<file path="src/rtl/prepaid_meter_core.sv">
// prepaid_meter_core
// Synchronises meter pulses and bills each unit at its tier rate against a
// saturating prepaid balance. It drives the supply relay through an
// ACTIVE/LOW/CUTOFF state machine and tracks the daily cost.
// Optional feature macro: PREPAID_DAYS_EST_EN. When it is defined, a
// sequential restoring divider estimates days_left = balance / day_cost.
//
// state     | meaning
// ----------+-----------------------------------------------
// ST_ACTIVE | balance above DANGER_LVL, relay on, no alerts
// ST_LOW    | 0 < balance <= DANGER_LVL, relay on, alert1
// ST_CUTOFF | balance == 0, relay off, pulses ignored
module prepaid_meter_core #(
   parameter int UNIT_W      = 10,
   parameter int BAL_W       = 10,
   parameter int FREE_LIMIT  = 50,
   parameter int TIER1_LIMIT = 100,
   parameter int TIER2_LIMIT = 200,
   parameter int RATE1       = 1,
   parameter int RATE2       = 2,
   parameter int RATE3       = 3,
   parameter int DANGER_LVL  = 45,
   parameter int DAYS_MAX    = 31
) (
   input  logic              clk,
   input  logic              reset,
   input  logic              sensor,
   input  logic              day_tick,
   input  logic              recharge_valid,
   input  logic [BAL_W-1:0]  recharge_amt,
   output logic              recharge_ready,
   output logic [BAL_W-1:0]  balance,
   output logic [UNIT_W-1:0] units_cons,
   output logic [4:0]        date,
   output logic [BAL_W-1:0]  day_cost,
   output logic [BAL_W-1:0]  days_left,
   output logic              relay_on,
   output logic              alert1,
   output logic              alert2
);

   localparam logic [1:0] ST_ACTIVE = 2'd0;
   localparam logic [1:0] ST_LOW    = 2'd1;
   localparam logic [1:0] ST_CUTOFF = 2'd2;

   localparam logic [BAL_W-1:0]  BAL_MAX  = {BAL_W{1'b1}};
   localparam logic [UNIT_W-1:0] UNIT_MAX = {UNIT_W{1'b1}};

   logic [1:0]        state;
   logic              s1, s2, s3;
   logic              pulse;
   logic              unit_ev;
   logic              wrap;
   logic              hs;
   logic [UNIT_W-1:0] base;
   logic [UNIT_W:0]   n_ext;
   logic [UNIT_W-1:0] units_nxt;
   logic [BAL_W-1:0]  charge;
   logic [BAL_W-1:0]  acc_amt;
   logic [BAL_W:0]    bal_sum;
   logic [BAL_W:0]    bal_diff;
   logic [BAL_W-1:0]  bal_nxt;
   logic [1:0]        state_nxt;
   logic [BAL_W-1:0]  day_acc;
   logic [BAL_W:0]    da_sum;
   logic [BAL_W-1:0]  day_acc_nxt;

   // Two-flop synchroniser plus a history flop for rising-edge detection
   always_ff @(posedge clk or negedge reset) begin
      if (!reset) begin
         s1 <= 1'b0;
         s2 <= 1'b0;
         s3 <= 1'b0;
      end else begin
         s1 <= sensor;
         s2 <= s1;
         s3 <= s2;
      end
   end

   assign pulse = s2 & ~s3;
   assign hs    = recharge_valid & recharge_ready;

   // Tier lookup for the next unit. A unit that arrives on the wrap tick is
   // billed as the first unit of the new period.
   always_comb begin
      wrap      = day_tick && (date == 5'(DAYS_MAX));
      base      = wrap ? '0 : units_cons;
      unit_ev   = pulse && (state != ST_CUTOFF);
      n_ext     = {1'b0, base} + {{UNIT_W{1'b0}}, 1'b1};
      units_nxt = (base == UNIT_MAX) ? UNIT_MAX : n_ext[UNIT_W-1:0];
      charge    = '0;
      if (unit_ev) begin
         if (base == UNIT_MAX)
            charge = BAL_W'(RATE3);
         else if (int'(n_ext) <= FREE_LIMIT)
            charge = '0;
         else if (int'(n_ext) <= TIER1_LIMIT)
            charge = BAL_W'(RATE1);
         else if (int'(n_ext) <= TIER2_LIMIT)
            charge = BAL_W'(RATE2);
         else
            charge = BAL_W'(RATE3);
      end
   end

   // Saturating balance and daily-accumulator arithmetic, plus the next-state decode
   always_comb begin
      acc_amt  = hs ? recharge_amt : '0;
      bal_sum  = {1'b0, balance} + {1'b0, acc_amt};
      bal_diff = bal_sum - {1'b0, charge};
      if (bal_sum < {1'b0, charge})
         bal_nxt = '0;
      else if (bal_diff[BAL_W])
         bal_nxt = BAL_MAX;
      else
         bal_nxt = bal_diff[BAL_W-1:0];

      da_sum      = {1'b0, day_acc} + {1'b0, charge};
      day_acc_nxt = da_sum[BAL_W] ? BAL_MAX : da_sum[BAL_W-1:0];

      if (bal_nxt == '0)
         state_nxt = ST_CUTOFF;
      else if (bal_nxt <= BAL_W'(DANGER_LVL))
         state_nxt = ST_LOW;
      else
         state_nxt = ST_ACTIVE;
   end

   // Billing registers: balance and state move together, and the day tick rolls the counters
   always_ff @(posedge clk or negedge reset) begin
      if (!reset) begin
         balance    <= '0;
         state      <= ST_CUTOFF;
         units_cons <= '0;
         date       <= 5'd1;
         day_acc    <= '0;
         day_cost   <= '0;
      end else begin
         balance <= bal_nxt;
         state   <= state_nxt;
         if (unit_ev)
            units_cons <= units_nxt;
         else if (wrap)
            units_cons <= '0;
         if (day_tick) begin
            day_cost <= day_acc;
            day_acc  <= charge;
            date     <= wrap ? 5'd1 : date + 5'd1;
         end else begin
            day_acc  <= day_acc_nxt;
         end
      end
   end

   assign relay_on = (state != ST_CUTOFF);
   assign alert1   = (state != ST_ACTIVE);
   assign alert2   = (state == ST_CUTOFF);

`ifdef PREPAID_DAYS_EST_EN
   localparam int CNT_W = $clog2(BAL_W + 1);

   logic             busy;
   logic             pend;
   logic             tick_d;
   logic             start;
   logic [CNT_W-1:0] cnt;
   logic [BAL_W:0]   rem;
   logic [BAL_W:0]   rem_sh;
   logic [BAL_W:0]   rem_nx;
   logic [BAL_W-1:0] quo;
   logic [BAL_W-1:0] quo_nx;
   logic [BAL_W-1:0] dvs;
   logic [BAL_W-1:0] days_q;
   logic             ge;

   // One restoring step: shift in the next dividend bit and subtract if it fits.
   // A zero divisor always fits, so the quotient comes out all ones.
   always_comb begin
      rem_sh = {rem[BAL_W-1:0], quo[BAL_W-1]};
      ge     = (rem_sh >= {1'b0, dvs});
      rem_nx = ge ? rem_sh - {1'b0, dvs} : rem_sh;
      quo_nx = {quo[BAL_W-2:0], ge};
      start  = !busy && (tick_d || pend);
   end

   // Divider sequencing, with room for one queued restart while busy
   always_ff @(posedge clk or negedge reset) begin
      if (!reset) begin
         busy   <= 1'b0;
         pend   <= 1'b0;
         tick_d <= 1'b0;
         cnt    <= '0;
         rem    <= '0;
         quo    <= '0;
         dvs    <= '0;
         days_q <= '0;
      end else begin
         tick_d <= day_tick;
         if (start) begin
            busy <= 1'b1;
            pend <= 1'b0;
            cnt  <= CNT_W'(BAL_W);
            rem  <= '0;
            quo  <= balance;
            dvs  <= day_cost;
         end else if (busy) begin
            rem <= rem_nx;
            quo <= quo_nx;
            cnt <= cnt - CNT_W'(1);
            if (cnt == CNT_W'(1)) begin
               busy   <= 1'b0;
               days_q <= quo_nx;
            end
            if (tick_d)
               pend <= 1'b1;
         end
      end
   end

   assign recharge_ready = ~busy;
   assign days_left      = days_q;
`else
   assign recharge_ready = 1'b1;
   assign days_left      = '0;
`endif

endmodule

</file>
<file path="config.mk">
export PLATFORM = sky130hd
export DESIGN_NAME = prepaid_meter_core
export DESIGN_NICKNAME = d
export VERILOG_FILES = /design/src/rtl/prepaid_meter_core.sv
export SDC_FILE = /design/constraint.sdc
export NUM_CORES = 1
export LEC_CHECK = 0
export ABC_AREA = 1
export CAP_MARGIN = 20
export CORE_UTILIZATION = 45
export CTS_BUF_LIST = sky130_fd_sc_hd__clkbuf_16
export CTS_CLUSTER_DIAMETER = 30
export CTS_CLUSTER_SIZE = 40
export DETAILED_ROUTE_END_ITERATION = 10
export PLACE_DENSITY = 0.7
export SKIP_CTS_REPAIR_TIMING = 1
export SLEW_MARGIN = 20
export SYNTH_ARGS = -nofsm -noshare
export SYNTH_HDL_FRONTEND = slang
export SYNTH_SLANG_ARGS = --single-unit
</file>
<file path="constraint.sdc">
create_clock -name clk -period 5.5 [get_ports clk]
set_clock_uncertainty 0.1 [all_clocks]
set_input_delay 1.1 -clock clk [delete_from_list [all_inputs] [get_ports clk]]
set_output_delay 1.1 -clock clk [all_outputs]
set_load 0.01 [all_outputs]
</file>
==> impl_results.md, run 1 <==
- Run status: finished clean
- Top library cells by usage in the layout, fill and taps aside: 134 x sky130_fd_sc_hd__nand2_1, 93 x sky130_fd_sc_hd__inv_1, 51 x sky130_fd_sc_hd__clkdlybuf4s50_1, 48 x sky130_fd_sc_hd__dfrtp_1, 34 x sky130_fd_sc_hd__nand3_1
- Setup crit end: state[1]$_DFF_PN1_
- Clock Root Buffer: sky130_fd_sc_hd__clkbuf_16
- Routed length per placed instance: around 12 um
- Sequential cell area: ~1300 sq um
- RePlAce Congestion: slightly above 0.9
- Multi-input logic area: roughly 2000 sq um
- Clock H-tree levels: 2
- Total vias in the final route: approximately 3400
- Clock transition at the register clock pins on the worst setup and hold paths after CTS: 0.06 ns
- Number of antenna violations at the first check in global routing: 0
- Post-Route WL: 8410 um
- CP required: around 5.6 ns
- Worst stage delay on the critical path: 0.46 ns
- TritonCTS clock tree: yes
- Yosys cell types: 40
- Die outline area: ~8500 sq um
- Maximum buffer depth of the clock tree: 2
- Reg-to-reg critical path startpoint: date[1]$_DFFE_PN0P_
- Total standard cell area after synthesis: 3670 sq um
- Overall die height: 92.4 um
- Post-route worst setup slack: 0.392 ns
- Standard-cell rows: 32
- Count of antenna-violating nets left after detailed routing: 0
- Endpoint of the lowest-slack register-to-register path: state[1]$_DFF_PN1_
- Total half-perimeter wirelength after legalization and detailed placement: 6530 um
- Maximum fanout encountered on the critical timing path: 7
- Power per standard cell area: between 400 and 500 nW/um^2
- Placed Cells: around 670
- Largest net degree at the start of global routing: 51
- Critical Path Source Type: primary input
- Total chip power: approximately 2200 uW
- Max frequency: a little under 200 MHz
- Sequential area share after synthesis: between 30% and 40%
- Most common library cell in the layout ignoring fill and taps: sky130_fd_sc_hd__nand2_1
- Slew at the pin closest to its max-slew limit: a little over 0.8 ns
- Crit-path slowest cell: sky130_fd_sc_hd__clkdlybuf4s50_1
- Most Frequent Cell on Critical Path: sky130_fd_sc_hd__nand2_1
- Total Routing Usage GR: approximately a fifth
- Worst min-delay path category: register to register
- Final net count: around 600
- Final cell count without fillers: 676
- Start-to-end type of the worst setup path: primary input to register
- Area growth from synthesis to final layout: 21.2%
- Port bufs: between 50 and 60
- Synthesized flop and latch total: 50
- Insertion delay of the later-clocked pin in the worst-skew pair: 0.28 ns
- Detailed Routing Iterations Pass 1: 4
- Chip Width: 92.4 um
- Final Max Tran Viols: 0
- Overflow left after global routing: 0
- Minimum clock period after layout: roughly 5.1 ns
- Hold Fails Final Rpt: 0
- Kind of capture point of the worst setup path: register
- Final period utilization: ~93%
- Max_slew headroom: a little under half
- Fraction of layout cells with a size suffix above 1: 10.6%
- Via count of the first global-routing pass: between 3000 and 4000
- Minimum setup slack after placement: -0.0198 ns
- Worst setup slack for register-to-register paths: ~0.7 ns
- Std-Cell Core Area: between 7000 and 8000 sq um
- Ratio of routed vias to standard cells: 4.96
- Remaining design rule violation count: 0
- IR Drop Worst-Case VDD: slightly above 0.2 mV
- Cells on worst reg2reg path: 33
- Initial Util: 47.1%
- Count of mapped cells out of synthesis: between 500 and 600
- Syn_area_per_cell: around 7.1 sq um
- Count of inserted antenna diode cells: 0
- Count of maximum capacitance violations: 0
- Leakage component of the power: 0.00233 uW
- Arrival @ worst endpoint: ~5.2 ns
- Total of endpoints with negative setup slack in the final report: 0
- Fill cells: 744
- Wire length of the first global-routing pass: 14200 um
- Initial detailed-routing violation count: around 170
- Clock Sinks: 50
- IO Pins: 64
- Synth Warn #: 0
- Total clock buffers created by CTS: 5
- Launch point of the critical path: day_tick
-- flip-flops by register name (all words and copies together) (netlist names) --
name        flops
date            5
s1              1
units_cons     10
balance        10
day_acc        10
s2              1
s3              1
state           2
day_cost       10
-- critical path, delay by kind of cell --
family | cells | cell delay [ns]
AND/OR/NAND/NOR | 21 | 2.41
XOR/XNOR | 1 | 0.18
buffers and inverters | 5 | 0.79
adder cells (fa/ha/maj) | 3 | 0.76
-- power breakdown --
part / switching (uW) / internal, uW / total [uW]
sequential: 76.3 / 463 / 540
combinational: 823 / 517 / 1340
clock: 132 / 166 / 298
total: 1030 / 1150 / 2180
-- layer usage --
metal	up-vias	GRT usage [%]	share of wire, %
met3	5	2.87	4.7
met1	1557	27.4	47
met2	89	35.9	48
li1	1702	-	-
met4	0	4.17	0.52
met5	-	0	0
-- how the worst min path moves through the flow --
| stage | from | slack (ns) | cells after the start | endpoint |
|---|---|---|---|---|
| 5_1_grt | s1$_DFF_PN0_ | 0.27 | 0 | s2$_DFF_PN0_ |
| 4_1_cts | s1$_DFF_PN0_ | 0.25 | 0 | s2$_DFF_PN0_ |
| 3_5_place_dp | s1$_DFF_PN0_ | 0.24 | 0 | s2$_DFF_PN0_ |
| 2_1_floorplan | s1$_DFF_PN0_ | 0.23 | 0 | s2$_DFF_PN0_ |
| 6_report | s1$_DFF_PN0_ | 0.25 | 0 | s2$_DFF_PN0_ |
| 3_3_place_gp | s1$_DFF_PN0_ | 0.24 | 0 | s2$_DFF_PN0_ |
-- cell type report --
type / count / share of cell area, %
Multi-Input combinational cell: 362 / 45.2
Sequential cell: 50 / 28.2
Timing Repair Buffer: 57 / 12.5
Inverter: 97 / 8.18
Tap cell: 102 / 2.87
Clock buffer: 5 / 2.81
Clock inverter: 3 / 0.365
-- through the flow --
stage | utilization [%] | setup TNS (ns) | cell area [sq um] | hold WS [ns]
finish | 57.0 | 0 | 4450 | 0.252
global route | 57.0 | -0.00921 | 4450 | 0.268
CTS | 56.6 | 0 | 4420 | 0.255
detailed placement | 54.8 | -0.0415 | 4280 | 0.240
global placement | 54.8 | 0 | 4280 | 0.242
floorplan | - | 0 | 3710 | 0.231
-- synth_stat cells, drive strengths merged --
cell,count,area (sq um)
inv,97,364
dfrtp,48,1200
nor2,44,206
a21oi,17,88.8
nand3,38,205
clkbuf,3,11.3
fa,3,60.1
nor3,11,60.1
nand4,10,77.6
dfstp,2,52.6
a22oi,6,45.0
buf,14,98.8
ha,17,213
o21ai,24,120
conb,2,7.51
o21bai,2,15.0
nor4,1,6.26
xor2,10,87.6
nand3b,2,15.0
nand2,153,634
a31oi,4,25.0
or2,2,15.0
and2,1,6.26
o211ai,1,7.51
xnor2,5,51.3
-- cell families after synthesis --
family                   count (synthesis)  synth area share, %
AND/OR/NAND/NOR                        262                 33.4
buffers and inverters                  114                 12.9
AO/OA/AOI/OAI                           54                 8.21
flip-flops                              50                 34.1
adder cells (fa/ha/maj)                 20                 7.42
XOR/XNOR                                15                 3.78
other                                    2                0.204
Note: power is estimated with default switching activity, not from simulation.
==> run 2, diff against run 1 <==
- CELL_PAD_IN_SITES_DETAIL_PLACEMENT: default -> 0
- CELL_PAD_IN_SITES_GLOBAL_PLACEMENT: default -> 1
- CORE_UTILIZATION: 45 -> 38
- PLACE_DENSITY: 0.7 -> default
- PLACE_DENSITY_LB_ADDON: default -> 0.1
==> impl_results.md, run 2 (synthesis gave the netlist of run 1 again) <==
- Cells on worst reg2reg path: 33
- IR Drop Worst-Case VDD: around 0.16 mV
- Total of endpoints with negative setup slack in the final report: 0
- Max frequency: slightly below 200 MHz
- Initial Util: roughly 40%
- Minimum clock period after layout: ~5.1 ns
- Max_slew headroom: between 40 and 50%
- Run status: finished clean
- Most Frequent Cell on Critical Path: sky130_fd_sc_hd__nand2_1
- Worst stage delay on the critical path: between 0.4 and 0.5 ns
- Insertion delay of the later-clocked pin in the worst-skew pair: ~0.29 ns
- Unrepaired setup endpoints after global routing: no
- Maximum buffer depth of the clock tree: 2
- Endpoint of the lowest-slack register-to-register path: state[0]$_DFF_PN0_
- Chip Width: 100 um
- Overflow left after global routing: 0
- Setup TNS after final layout: 0 ns
- Count of inserted antenna diode cells: 0
- Standard-cell rows: 35
- Clock Root Buffer: sky130_fd_sc_hd__clkbuf_16
- Clock Sinks: 50
- Total clock buffers created by CTS: 5
- CP required: between 5 and 6 ns
- Overall die height: between 100 and 150 um
- Worst min-delay path category: register to register
- Setup crit end: state[0]$_DFF_PN0_
- Final Max Tran Viols: 0
- Remaining design rule violation count: 0
- Slew at the pin closest to its max-slew limit: roughly 0.75 ns
- Largest net degree at the start of global routing: slightly above 50
- Total Routing Usage GR: about 18%
- Final period utilization: 92.5%
- Reg-to-reg critical path startpoint: date[0]$_DFFE_PN1P_
- Leakage component of the power: between 0.002 and 0.0025 uW
- Arrival @ worst endpoint: about 5.2 ns
- Post-Route WL: 8740 um
- Die outline area: slightly above 10000 sq um
- Count of maximum capacitance violations: 0
- TritonCTS clock tree: yes
- Final net count: a little over 600
- Port bufs: 52
- Total chip power: 2240 uW
- Area growth from synthesis to final layout: 23.2%
- Routed length per placed instance: between 10 and 15 um
- Total half-perimeter wirelength after legalization and detailed placement: a little under 7000 um
- Count of antenna-violating nets left after detailed routing: 0
- Detailed Routing Iterations Pass 1: 4
- WHS: ~0.26 ns
- Via count of the first global-routing pass: around 3000
- Start-to-end type of the worst setup path: primary input to register
- Clock transition at the register clock pins on the worst setup and hold paths after CTS: ~0.070 ns
- Maximum fanout encountered on the critical timing path: 6
- Ratio of routed vias to standard cells: 4.62
- Fraction of layout cells with a size suffix above 1: about a tenth
- Critical Path Source Type: primary input
- Most common library cell in the layout ignoring fill and taps: sky130_fd_sc_hd__nand2_1
- Crit-path slowest cell: sky130_fd_sc_hd__clkdlybuf4s50_1
- Number of antenna violations at the first check in global routing: 0
- Top library cells by usage in the layout, fill and taps aside: 135 x sky130_fd_sc_hd__nand2_1, 93 x sky130_fd_sc_hd__inv_1, 51 x sky130_fd_sc_hd__clkdlybuf4s50_1, 48 x sky130_fd_sc_hd__dfrtp_1, 36 x sky130_fd_sc_hd__nor2_1
- Total vias in the final route: around 3300
- Worst setup slack for register-to-register paths: roughly 0.66 ns
- Kind of capture point of the worst setup path: register
- Wire length of the first global-routing pass: around 15000 um
- Initial detailed-routing violation count: 124
- RePlAce Congestion: 0.864
- Launch point of the critical path: day_tick
- Hold Fails Final Rpt: 0
- IO Pins: 64
- Std-Cell Core Area: 9280 sq um
- Power per standard cell area: just under 500 nW/um^2
- Clock H-tree levels: 2
[run 2: changes by cell type in the layout (fill, tap and decap cells not counted), sizes merged]
cell | previous run | this run
buf | 6 | 9
bufinv | 0 | 1
clkinv | 2 | 0
clkinvlp | 1 | 2
[run 2: routing by layer]
layer  vias to the layer above  global-route usage, %  wire length [um]
li1                       1709                      -                 -
met1                      1464                   26.9              4500
met2                        76                   28.2              3750
met3                        11                   2.86               382
met4                         0                   5.02               117
met5                         -                      0                 0
[run 2: how the worst min path moves through the flow]
stage	startpoint	to	slack (ns)	cells after the start
floorplan	s1$_DFF_PN0_	s2$_DFF_PN0_	0.23	0
global placement	s1$_DFF_PN0_	s2$_DFF_PN0_	0.23	0
detailed placement	s1$_DFF_PN0_	s2$_DFF_PN0_	0.24	0
CTS	s1$_DFF_PN0_	s2$_DFF_PN0_	0.26	0
global route	s1$_DFF_PN0_	s2$_DFF_PN0_	0.26	0
finish	s1$_DFF_PN0_	s2$_DFF_PN0_	0.26	0
[run 2: power by group]
group          leakage [uW]  switching [uW]  internal [uW]
logic               0.00167             821            528
clock network     0.0000760             138            215
registers          0.000603            73.3            463
total               0.00235            1030           1210
[run 2: metrics by stage]
stage	worst slack [ns]	utilization (%)	area, sq um	cells
floorplan	0.736	-	3710	526
global placement	0.142	46.7	4340	698
detailed placement	0.0397	46.7	4340	698
CTS	0.315	48.5	4510	706
global route	0.00269	48.8	4530	706
finish	0.414	48.8	4530	706
[run 2: worst max-delay path, delay by kind of cell]
family	cells	cell delay [ns]
AOI/OAI and AO/OA	1	0.04
adders and majority gates	3	0.75
buffers and inverters	5	0.79
and+or+nand+nor	22	2.28
xor gates and xnor gates	1	0.17
[run 2: final cells by class]
type	instances	area, sq um
multi-input cells	362	2000
inverters	97	364
fillers	971	4760
well taps	129	161
clock inverters	3	45.0
repair buffers	60	576
flip-flops and latches	50	1250
clock buffers	5	125
==> run 3, diff against run 2 <==
- SETUP_SLACK_MARGIN: default -> 0.15
==> impl_results.md, run 3 (synthesis gave the netlist of run 1 again) <==
- Routed length per placed instance: 12.4 um
- Arrival @ worst endpoint: approximately 5.1 ns
- Count of maximum capacitance violations: 0
- IR Drop Worst-Case VDD: 0.165 mV
- Insertion delay of the later-clocked pin in the worst-skew pair: between 0.2 and 0.3 ns
- Standard-cell rows: 35
- TritonCTS clock tree: yes
- Clock Sinks: 50
- Largest net degree at the start of global routing: roughly 50
- Worst min-delay path category: register to register
- Final period utilization: 90.7%
- Final net count: ~610
- Unrepaired setup endpoints after global routing: no
- Chip Width: 100 um
- RePlAce Congestion: roughly 0.86
- Critical Path Source Type: primary input
- Maximum buffer depth of the clock tree: 2
- Power per standard cell area: 492 nW/um^2
- Ratio of routed vias to standard cells: roughly 4.6
- Launch point of the critical path: day_tick
- Via count of the first global-routing pass: between 3000 and 4000
- Number of antenna violations at the first check in global routing: 0
- Total of endpoints with negative setup slack in the final report: 0
- Fraction of layout cells with a size suffix above 1: about an eighth
- Max_slew headroom: 44.3%
- IO Pins: 64
- Clock H-tree levels: 2
- Leakage component of the power: about 0.0024 uW
- Wire length of the first global-routing pass: 14700 um
- Max frequency: between 200 and 250 MHz
- Detailed Routing Iterations Pass 1: 4
- CP required: about 5.6 ns
- Std-Cell Core Area: approximately 9300 sq um
- Post-Route WL: roughly 8800 um
- Total Routing Usage GR: roughly 18%
- Start-to-end type of the worst setup path: primary input to register
- Most Frequent Cell on Critical Path: sky130_fd_sc_hd__nand2_1
- Total vias in the final route: between 3000 and 4000
- Run status: finished clean
- Area growth from synthesis to final layout: 24.0%
- Count of inserted antenna diode cells: 0
- Slew at the pin closest to its max-slew limit: slightly above 0.8 ns
- Worst stage delay on the critical path: between 0.4 and 0.5 ns
- Crit-path slowest cell: sky130_fd_sc_hd__clkdlybuf4s50_1
- Final Max Tran Viols: 0
- Reg-to-reg critical path startpoint: date[0]$_DFFE_PN1P_
- Endpoint of the lowest-slack register-to-register path: state[0]$_DFF_PN0_
- Post-layout utilization of the core: between 40% and 50%
- Total clock buffers created by CTS: 5
- Port bufs: 52
- Die outline area: 10100 sq um
- Clock Root Buffer: sky130_fd_sc_hd__clkbuf_16
- Initial Util: between 30 and 40%
- Total half-perimeter wirelength after legalization and detailed placement: about 7000 um
- Placed Cells: around 700
- Worst setup slack for register-to-register paths: about 0.76 ns
- Count of antenna-violating nets left after detailed routing: 0
- Final cell count without fillers: 708
- Setup TNS after final layout: 0 ns
- Top library cells by usage in the layout, fill and taps aside: 134 x sky130_fd_sc_hd__nand2_1, 92 x sky130_fd_sc_hd__inv_1, 51 x sky130_fd_sc_hd__clkdlybuf4s50_1, 48 x sky130_fd_sc_hd__dfrtp_1, 35 x sky130_fd_sc_hd__nor2_1
- Maximum fanout encountered on the critical timing path: 5
- Setup crit end: state[0]$_DFF_PN0_
- Remaining design rule violation count: 0
- Minimum clock period after layout: about 5 ns
- Cells on worst reg2reg path: 33
- Overflow left after global routing: 0
- Most common library cell in the layout ignoring fill and taps: sky130_fd_sc_hd__nand2_1
- Initial detailed-routing violation count: 156
- Overall die height: between 100 and 150 um
- Clock transition at the register clock pins on the worst setup and hold paths after CTS: approximately 0.070 ns
- Hold Fails Final Rpt: 0
- Kind of capture point of the worst setup path: register
## run 3: cell types whose count changed in the layout (fill, tap and decap cells not counted)
| cell | delta |
|---|---|
| sky130_fd_sc_hd__nand2_1 | -1 |
| sky130_fd_sc_hd__nand3_1 | -1 |
| sky130_fd_sc_hd__ha_2 | +1 |
| sky130_fd_sc_hd__nor2_1 | -1 |
| sky130_fd_sc_hd__buf_4 | +2 |
| sky130_fd_sc_hd__nand3_2 | +1 |
| sky130_fd_sc_hd__ha_1 | -1 |
| sky130_fd_sc_hd__inv_2 | +1 |
| sky130_fd_sc_hd__nand2_2 | +1 |
| sky130_fd_sc_hd__nor2_2 | +1 |
| sky130_fd_sc_hd__inv_1 | -1 |
## run 3: layout make-up
class / instances / area (sq um)
clock buffer: 5 / 125
clock inverter: 3 / 45.0
fill: 970 / 4730
inverter: 97 / 364
multi-input combinational: 362 / 2020
sequential: 50 / 1250
tap: 129 / 161
timing repair buffer: 62 / 591
## run 3: stage by stage
| step | setup slack (ns) | instance area (sq um) | power [uW] | hold WS [ns] |
|---|---|---|---|---|
| finish | 0.512 | 4560 | 2240 | 0.256 |
| global placement | 0.142 | 4340 | 1880 | 0.235 |
| floorplan | 0.736 | 3710 | 1460 | 0.231 |
| global route | 0.140 | 4560 | 2450 | 0.261 |
| CTS | 0.315 | 4510 | 2240 | 0.264 |
| detailed placement | 0.0397 | 4340 | 1880 | 0.244 |
## run 3: metal layers
metal | global-route usage, % | wire length (um)
met1 | 26.9 | 4490
met2 | 28.2 | 3770
met3 | 2.86 | 372
met4 | 5.02 | 117
met5 | 0 | 0
## run 3: critical path, delay by kind of cell
kind,cells,cell delay (ns)
buffers and inverters,5,0.85
and+or+nand+nor,20,2.20
AOI/OAI and AO/OA,1,0.04
adders and majority gates,2,0.53
xor gates and xnor gates,1,0.33
## run 3: worst min path at each step
stage | end | cells after the start | slack (ns) | from
6_report | s2$_DFF_PN0_ | 0 | 0.26 | s1$_DFF_PN0_
5_1_grt | s2$_DFF_PN0_ | 0 | 0.26 | s1$_DFF_PN0_
4_1_cts | s2$_DFF_PN0_ | 0 | 0.26 | s1$_DFF_PN0_
3_5_place_dp | s2$_DFF_PN0_ | 0 | 0.24 | s1$_DFF_PN0_
3_3_place_gp | s2$_DFF_PN0_ | 0 | 0.23 | s1$_DFF_PN0_
2_1_floorplan | s2$_DFF_PN0_ | 0 | 0.23 | s1$_DFF_PN0_
## run 3: power breakdown
part	switching (uW)	internal, uW
clock	138	215
sequential	73.4	463
combinational	822	531
total	1030	1210
